**src/rtl/lopd_norm_pipe.sv**
```systemverilog
`default_nettype none
// ============================================================================
// Module      : lopd_norm_pipe
// Description : Two-stage leading/trailing-one detector with normalising shift
//               and valid/ready handshake, for the FP add/sub datapath.
// Revision    : 1.0 - initial release
// ============================================================================
module lopd_norm_pipe #(
  parameter  int WIDTH   = 24,
  parameter  int GROUP_W = 8,
  parameter  int TAG_W   = 4,
  localparam int POS_W   = $clog2(WIDTH),
  localparam int CNT_W   = $clog2(WIDTH + 1)
) (
  input  logic               i_clk,
  input  logic               i_rst,
  input  logic               i_valid,
  output logic               o_ready,
  input  logic [WIDTH-1:0]   i_data,
  input  logic               i_dir,
  input  logic [TAG_W-1:0]   i_tag,
  output logic               o_valid,
  input  logic               i_ready,
  output logic [POS_W-1:0]   o_pos,
  output logic [CNT_W-1:0]   o_cnt,
  output logic [WIDTH-1:0]   o_norm,
  output logic               o_zero,
  output logic               o_dir,
  output logic [TAG_W-1:0]   o_tag
);

  localparam int NG     = WIDTH / GROUP_W;
  localparam int GPOS_W = $clog2(GROUP_W);

  // Stage 1 combinational: group-local zero flag and one-position
  logic [NG-1:0]        grp_zero;
  logic [NG*GPOS_W-1:0] grp_pos;

  generate
    for (genvar g = 0; g < NG; g++) begin : g_group
      logic [GROUP_W-1:0] sh;
      logic [GPOS_W-1:0]  lpos;
      logic               found;

      // Ascending scan: last hit is MSB-most, first hit is LSB-most.
      always_comb begin
        sh    = i_data[g*GROUP_W +: GROUP_W];
        lpos  = '0;
        found = 1'b0;
        for (int b = 0; b < GROUP_W; b++) begin
          if (sh[0] && (!i_dir || !found)) begin
            lpos  = GPOS_W'(b);
            found = 1'b1;
          end
          sh = sh >> 1;
        end
      end

      assign grp_zero[g]                    = ~|i_data[g*GROUP_W +: GROUP_W];
      assign grp_pos[g*GPOS_W +: GPOS_W]    = lpos;
    end
  endgenerate

  // Stage 1 registers
  logic                 s1_v;
  logic [WIDTH-1:0]     s1_data;
  logic                 s1_dir;
  logic [TAG_W-1:0]     s1_tag;
  logic [NG-1:0]        s1_zero;
  logic [NG*GPOS_W-1:0] s1_pos;

  // Stage 2 combinational: group select, count and shift
  logic [NG-1:0]        zv;
  logic [NG*GPOS_W-1:0] pv;
  logic [POS_W-1:0]     sel_pos;
  logic                 hit;
  logic                 all_zero;
  logic [CNT_W-1:0]     cnt;
  logic [WIDTH-1:0]     norm;

  always_comb begin
    zv      = s1_zero;
    pv      = s1_pos;
    sel_pos = '0;
    hit     = 1'b0;
    for (int g = 0; g < NG; g++) begin
      if (!zv[0] && (!s1_dir || !hit)) begin
        sel_pos = POS_W'(g * GROUP_W) + POS_W'(pv[GPOS_W-1:0]);
        hit     = 1'b1;
      end
      zv = zv >> 1;
      pv = pv >> GPOS_W;
    end
  end

  assign all_zero = &s1_zero;

  always_comb begin
    cnt  = '0;
    norm = '0;
    if (all_zero) begin
      cnt = CNT_W'(WIDTH);
    end else if (s1_dir) begin
      cnt  = CNT_W'(sel_pos);
      norm = s1_data >> cnt;
    end else begin
      cnt  = CNT_W'(WIDTH - 1) - CNT_W'(sel_pos);
      norm = s1_data << cnt;
    end
  end

  // Handshake: S2 frees when empty or consumed; S1 frees when empty or S2 frees
  logic adv2;
  logic load1;

  assign adv2    = !o_valid || i_ready;
  assign o_ready = !s1_v || adv2;
  assign load1   = i_valid && o_ready;

  always_ff @(posedge i_clk) begin
    if (i_rst) begin
      s1_v    <= 1'b0;
      s1_data <= '0;
      s1_dir  <= 1'b0;
      s1_tag  <= '0;
      s1_zero <= '0;
      s1_pos  <= '0;
      o_valid <= 1'b0;
      o_pos   <= '0;
      o_cnt   <= '0;
      o_norm  <= '0;
      o_zero  <= 1'b0;
      o_dir   <= 1'b0;
      o_tag   <= '0;
    end else begin
      if (o_ready) begin
        s1_v <= i_valid;
      end
      if (load1) begin
        s1_data <= i_data;
        s1_dir  <= i_dir;
        s1_tag  <= i_tag;
        s1_zero <= grp_zero;
        s1_pos  <= grp_pos;
      end
      if (adv2) begin
        o_valid <= s1_v;
      end
      // Output registers only change when a real beat moves in.
      if (adv2 && s1_v) begin
        o_pos  <= sel_pos;
        o_cnt  <= cnt;
        o_norm <= norm;
        o_zero <= all_zero;
        o_dir  <= s1_dir;
        o_tag  <= s1_tag;
      end
    end
  end

endmodule
`default_nettype wire

```
**config.mk**
```make
export PLATFORM = sky130hd
export DESIGN_NAME = lopd_norm_pipe
export DESIGN_NICKNAME = d
export VERILOG_FILES = /design/src/rtl/lopd_norm_pipe.sv
export SDC_FILE = /design/constraint.sdc
export NUM_CORES = 1
export LEC_CHECK = 0
export ABC_AREA = 1
export CORE_MARGIN = 10
export CORE_UTILIZATION = 30
export DETAILED_ROUTE_END_ITERATION = 8
export GPL_TIMING_DRIVEN = 1
export HOLD_SLACK_MARGIN = 0.02
export PLACE_DENSITY_LB_ADDON = 0.1
export SYNTH_ARGS = -nofsm -noshare
export SYNTH_HDL_FRONTEND = slang
export SYNTH_SLANG_ARGS = --single-unit
export TNS_END_PERCENT = 10
```
**constraint.sdc**
```tcl
create_clock -name i_clk -period 2.98 [get_ports i_clk]
set_input_delay 0.298 -clock i_clk [delete_from_list [all_inputs] [get_ports i_clk]]
set_output_delay 0.298 -clock i_clk [all_outputs]
set_load 0.01 [all_outputs]
```
Yosys cells after proc, flatten, opt, wreduce, memory -nomap -nowiden
Index checks and enable logic that the tools add are counted.
{"block": "totals", "ff_bits": 83, "in_bits": 33, "out_inout_bits": 42, "elab_cells": 154}
{"block": "op_classes", "add_sub_neg": 3, "n_shift": 2, "mux": 51, "reduce_logical": 85}
{"cell": "$mux W24", "count": 2}
{"cell": "$mux W3", "count": 13}
{"cell": "$logic_not A1 Y1", "count": 31}
{"cell": "$mux W1", "count": 26}
{"cell": "$logic_and A1 B1 Y1", "count": 25}
{"cell": "$logic_or A1 B1 Y1", "count": 25}
{"cell": "$reduce_or A8 Y1", "count": 3}
{"cell": "$shl A24 B5 Y24", "count": 1}
{"cell": "$shr A24 B5 Y24", "count": 1}
{"cell": "$mux W5", "count": 4}
{"cell": "$mux W2", "count": 6}
{"cell": "$add A4 B3 Y5 const A", "count": 1}
{"cell": "$add A5 B3 Y5 const A", "count": 1}
{"cell": "$sub A5 B5 Y5 const A", "count": 1}
{"cell": "$reduce_and A3 Y1", "count": 1}

Logic depth before layout (Yosys ltp)
{"block": "depth", "ltp_word": 29, "depth_mapped": 18, "ltp_nobuf": 17}

Worst setup path after synthesis
Ideal clock, no wire load.
{"block": "synth_path", "path_kind": "register to register", "startpoint": "register s1_dir", "endpoint": "register o_norm[11]", "setup_ns": 0.134, "arrival_ns": 1.649, "required_time_ns": 2.846, "path_slack_ns": 1.197, "path_stages_with_launch": 17, "path_buffers": 3, "synth_period_minus_slack_ns": 1.783, "cell_sequence": "dfxtp_1 -> buf_4 -> nand2_2 -> nand2_4 -> clkinv_2 -> nor2_4 -> nand2_2 -> nand2_4 -> inv_2 -> buf_6 -> buf_6 -> nand2_1 -> nand3_1 -> nand3_1 -> nand2_1 -> nand2_1 -> a21oi_1"}
{"block": "synth_between", "elab_chain_len": 12, "elab_cells_between_ends": 14, "cone_classes": "add/sub (1); shift (2); mux (5); reduce/logical (6)"}
{"element": "start, declared", "line_no": "67", "rtl": "logic s1_dir;"}
{"element": "start signal, assigned", "line_no": "141", "rtl": "s1_dir <= i_dir;"}
{"element": "$logic_not A1 Y1", "line_no": "87", "rtl": "if (!zv[0] && (!s1_dir || !hit)) begin"}
{"element": "$logic_or A1 B1 Y1", "line_no": "87"}
{"element": "$logic_and A1 B1 Y1", "line_no": "87"}
{"element": "$mux W1", "line_no": "87"}
{"element": "$logic_not A1 Y1", "line_no": "87"}
{"element": "$logic_or A1 B1 Y1", "line_no": "87"}
{"element": "$logic_and A1 B1 Y1", "line_no": "87"}
{"element": "$mux W5", "line_no": "87"}
{"element": "$sub A5 B5 Y5", "line_no": "107", "rtl": "cnt = CNT_W'(WIDTH - 1) - CNT_W'(sel_pos);"}
{"element": "$shl A24 B5 Y24", "line_no": "108", "rtl": "norm = s1_data << cnt;"}
{"element": "$mux W24 *", "line_no": "103", "rtl": "end else if (s1_dir) begin"}
{"element": "$mux W24 *", "line_no": "101", "rtl": "if (all_zero) begin"}
{"element": "end signal, assigned", "line_no": "153", "rtl": "o_norm <= norm;"}
{"element": "end, declared", "line_no": "26", "rtl": "output logic [WIDTH-1:0] o_norm,"}
Every way passes the cells marked *; elsewhere a longest branch is shown, timed or not.
A chain may end at the register's enable or synchronous reset.

Worst setup path after layout
{"block": "layout_path", "startpoint": "register s1_zero[0]", "endpoint": "register o_norm[8]"}
{"block": "layout_between", "elab_chain_len": 11, "elab_cells_between_ends": 16, "cone_classes": "add/sub (1); shift (2); mux (7); reduce/logical (6)"}
{"element": "start, declared", "line_no": "69", "rtl": "logic [NG-1:0] s1_zero;"}
{"element": "start signal, assigned", "line_no": "143", "rtl": "s1_zero <= grp_zero;"}
{"element": "$logic_or A1 B1 Y1", "line_no": "87"}
{"element": "$logic_and A1 B1 Y1", "line_no": "87"}
{"element": "$mux W1", "line_no": "87"}
{"element": "$logic_not A1 Y1", "line_no": "87"}
{"element": "$logic_or A1 B1 Y1", "line_no": "87"}
{"element": "$logic_and A1 B1 Y1", "line_no": "87"}
{"element": "$mux W5", "line_no": "87"}
{"element": "$sub A5 B5 Y5", "line_no": "107"}
{"element": "$shl A24 B5 Y24", "line_no": "108"}
{"element": "$mux W24", "line_no": "103"}
{"element": "$mux W24 *", "line_no": "101"}
Marks and branches as above.

==> summary.txt <==
Run status
  – Status: finished, final reports clean

Routing
  – DRT iter0 DRCs: around 530
  – Residual DRC: 0
  – DR pass1 iterations: 5
  – Post-route antenna net violation count: 0
  – Total Routed Length: 20.7 mm
  – Via density: 5.24
  – Post-DR wirelength/cell: approximately 18 um
  – Via count: 6166

Logic synthesis
  – Xor/xnor share of the synthesized area: 0%
  – Synth top area cells: dfxtp_1 30%, nand3_1 20%, nand2_1 15%
  – Compound-cell area share of the yosys netlist: 16.2%
  – Post-synthesis register bit count: 83
  – Cells after Synth: ~900
  – Yosys warns: 0
  – Largest family of logic cells by synthesized area: simple AND/OR/NAND/NOR gates
  – Post-Synth Simple-Gate Area: between 40% and 50%
  – Seq/Total Area, Yosys: a little under a third
  – Synthesized area: roughly 5500 um^2
  – Mux cell area share after synthesis: 0%
  – Synth unique cells: 39
  – Avg Synthesized Cell Area: a little over 6 um^2
  – Mapped Nets: slightly above 900
  – Top cell type's share of synthesized area: 30.1%
  – Cell taking the most area after synthesis: dfxtp_1
  – Post-synthesis adder-cell area fraction: 0%

Pwr
  – Switching power: about 1.3 mW
  – Combinational share of power: between 30% and 40%
  – P_int: about 2.3 mW
  – Seq pwr share: 34.8%
  – Sw Share: between 30 and 40%
  – Pleak: 2.83 nW
  – Ratio of total power to cell area: around 530 nW/um^2
  – Clock power share: about a third
  – Max VDD drop: about 0.3 mV

Die
  – Die Y: around 160 um
  – Core area: between 15000 and 20000 um^2
  – Row count: 49
  – Die Width: 156 um
  – IO Pins: 75
  – Die ar.: between 20000 and 25000 um^2
  – Starting density of the core: a little under a third

STA
  – Hold_ws: between 0.4 and 0.5 ns
  – Fin Setup TNS: 0 ns
  – Worst-margin pin slew: a little over 0.8 ns
  – Final hold viol count: 0
  – Crit path time final: about 2.5 ns
  – Final Setup Violations: 0
  – Max Transition Viols Final: 0
  – Slew headroom: a little under half
  – Final period utilization: 82.6%
  – Unrepaired setup endpoints after global routing: no
  – Max Clock Skew: around 0.014 ns
  – FMAX: 406 MHz
  – Final worst setup slack: a little over 0.5 ns

Flow run
  – Maxcap violations: 0

Global routing
  – GRT Total Usage: roughly 17%
  – Largest net degree at the start of global routing: 56
  – Initial antenna violation count: 0
  – Wire length of the first global-routing pass: around 33 mm
  – Vias in the first global route: 5995
  – Grt total ovfl: 0

Finish
  – Most frequent cells in the layout: 222 x nand3_1, 217 x nand2_1, 83 x a21oi_1, 83 x dfxtp_1, 74 x clkdlybuf4s50_1
  – P&R area growth vs syn: 21.3%
  – Design area: roughly 6700 um^2
  – Layout cells sized above 1: ~7%
  – Commonest non-fill, non-tap cell in the layout: nand3_1
  – Ant. Diodes: 0
  – Nets: about 980

Placed design
  – DP Wirelength: approximately 15 mm
  – Placed Area: ~6400 um^2
  – Port Buffers: 74
  – GPL Wtd Cong: a little under 0.9
  – Pre-CTS setup slack: between 0.5 and 0.6 ns

Clock tree
  – Clock transition at the registers of the reported paths: approximately 0.070 ns
  – CTS sink cnt: a little over 80
  – TritonCTS clock tree: yes
  – Latest clock arrival within the worst-skew pair: between 0.3 and 0.4 ns
  – Clock buffer depth: 2
  – Hold_buf cts: 0
  – Post-CTS sizing: 0
  – Num CTS Buffers: 9
  – Htree depth: 3
  – Root Driver: clkbuf_16
  – Postcts setup bufs: 0

Critical path
  – Worst R2R Start: s1_zero[0]$_SDFFE_PP0P_
  – Crit path max-delay family: simple AND/OR/NAND/NOR gates
  – Slowest stage delay, CP: 0.44 ns
  – CP max FO: 33
  – RR Endpoint: o_norm[8]$_SDFFE_PP0P_
  – Critical Path AT: roughly 2.8 ns
  – R2R setup slack: around 0.52 ns
  – Worst path required time: about 3.3 ns
  – R2r worst-path depth: 14
  – CP Cell Sequence: nand2_2 -> nand2_2 -> nand2_8 -> clkinv_8 -> nand2_8 -> nand2_8 -> nand2_1 -> nor2_1 -> nand2_1 -> o21ai_1 -> inv_1 -> a21oi_1 -> nand2_1 -> a21oi_1
  – WP buf/inv: 2
  – Crit-path slowest cell: dfxtp_1
  – Critical path class: reg2reg
  – Setup crit end kind: flip-flop
  – Critical Path Start Type: flip-flop

Hold path
  – Hold path start: o_norm[7]$_SDFFE_PP0P_
  – Min-delay worst type: reg2reg
  – Hold depth: 2
  – WHS Endpoint: o_norm[7]$_SDFFE_PP0P_
==> logic make-up (layout without fill, tap and decap cells) <==
logic type	Yosys count	after routing
AO/OA/AOI/OAI	166	166
buffers and inverters	131	179
flip-flops	83	83
AND/OR/NAND/NOR	519	519
==> flip-flops by register name (all words and copies together) (netlist names), 3 cells and up <==
signal and flops:
s1_pos 9, s1_tag 4, o_norm 24, o_cnt 5, s1_data 24, s1_zero 3, o_tag 4, o_pos 5
==> metal layers <==
layer	part of all wire, %	GRT usage [%]	routed length, um	vias to the layer above
li1	-	-	-	3106
met1	45	22.1	9430	2877
met2	48	27.8	9950	161
met3	5.0	3.56	1030	22
met4	1.5	4.10	314	0
met5	0	0	0	-
==> per-stage QoR <==
stage          cells  power [mW]  util, %
5_1_grt         1176        3.73     37.2
3_5_place_dp    1160        2.31     35.4
3_3_place_gp    1160        2.32     35.4
6_report        1176        3.54     37.2
2_1_floorplan    899        1.96        -
4_1_cts         1176        3.56     37.2
==> Yosys cell counts <==
cell	n
inv_1	61
clkinv_2	2
o21ai_0	57
and3_1	1
a21oi_2	1
clkbuf_1	29
o21ai_4	1
o21bai_1	2
o211ai_1	3
nand2_8	3
nand2_1	217
a31oi_1	1
nand3b_1	2
buf_6	6
o21ai_1	5
clkinv_1	4
nor2_2	3
o21ai_2	2
a21oi_1	83
or2_0	1
nor3_1	1
buf_1	7
o22ai_1	3
dfxtp_1	83
nor2_4	1
nor2_1	45
o21a_1	1
nand4_1	6
buf_4	5
nand2_2	11
inv_2	4
buf_2	12
and2_1	1
nand3_1	222
nand3_2	2
nand2_4	3
a211oi_1	4
clkinv_8	1
a221oi_1	3
==> worst register-to-register path: stages, from the launching register on <==
cell and delay [ns]:
dfxtp_1 0.44, nand2_2 0.09, nand2_2 0.12, nand2_8 0.10
clkinv_8 0.14, nand2_8 0.16, nand2_8 0.26, nand2_1 0.12
nor2_1 0.26, nand2_1 0.12, o21ai_1 0.13, inv_1 0.05
a21oi_1 0.17, nand2_1 0.09, a21oi_1 0.12
==> area by class of cell <==
| cell class | count | area [um^2] |
|---|---|---|
| Fill cell | 2010 | 11300 |
| Multi-Input combinational cell | 685 | 3280 |
| Inverter | 72 | 285 |
| Clock buffer | 11 | 253 |
| Sequential cell | 83 | 1660 |
| Timing Repair Buffer | 91 | 868 |
| Tap cell | 229 | 287 |
| Clock inverter | 5 | 67.6 |
==> worst max-delay path by stage <==
stage | start | end | slack [ns] | cells after the start
6_report | s1_zero[0]$_SDFFE_PP0P_ | o_norm[8]$_SDFFE_PP0P_ | 0.52 | 14
5_1_grt | s1_zero[0]$_SDFFE_PP0P_ | o_norm[8]$_SDFFE_PP0P_ | 0.26 | 14
4_1_cts | s1_zero[0]$_SDFFE_PP0P_ | o_norm[8]$_SDFFE_PP0P_ | 0.55 | 14
3_5_place_dp | i_ready | o_norm[0]$_SDFFE_PP0P_ | 0.57 | 11
3_3_place_gp | i_ready | o_norm[0]$_SDFFE_PP0P_ | 0.51 | 11
2_1_floorplan | s1_dir$_SDFFE_PP0P_ | o_norm[11]$_SDFFE_PP0P_ | 1.20 | 16
==> power groups by stage <==
stage	logic [mW]	clock network, mW	registers [mW]
2_1_floorplan	0.702	0	1.26
3_3_place_gp	1.06	0	1.26
3_5_place_dp	1.06	0	1.26
4_1_cts	1.06	1.27	1.23
5_1_grt	1.19	1.31	1.24
6_report	1.07	1.24	1.23
No activity file was read; power rests on OpenSTA's default activity.
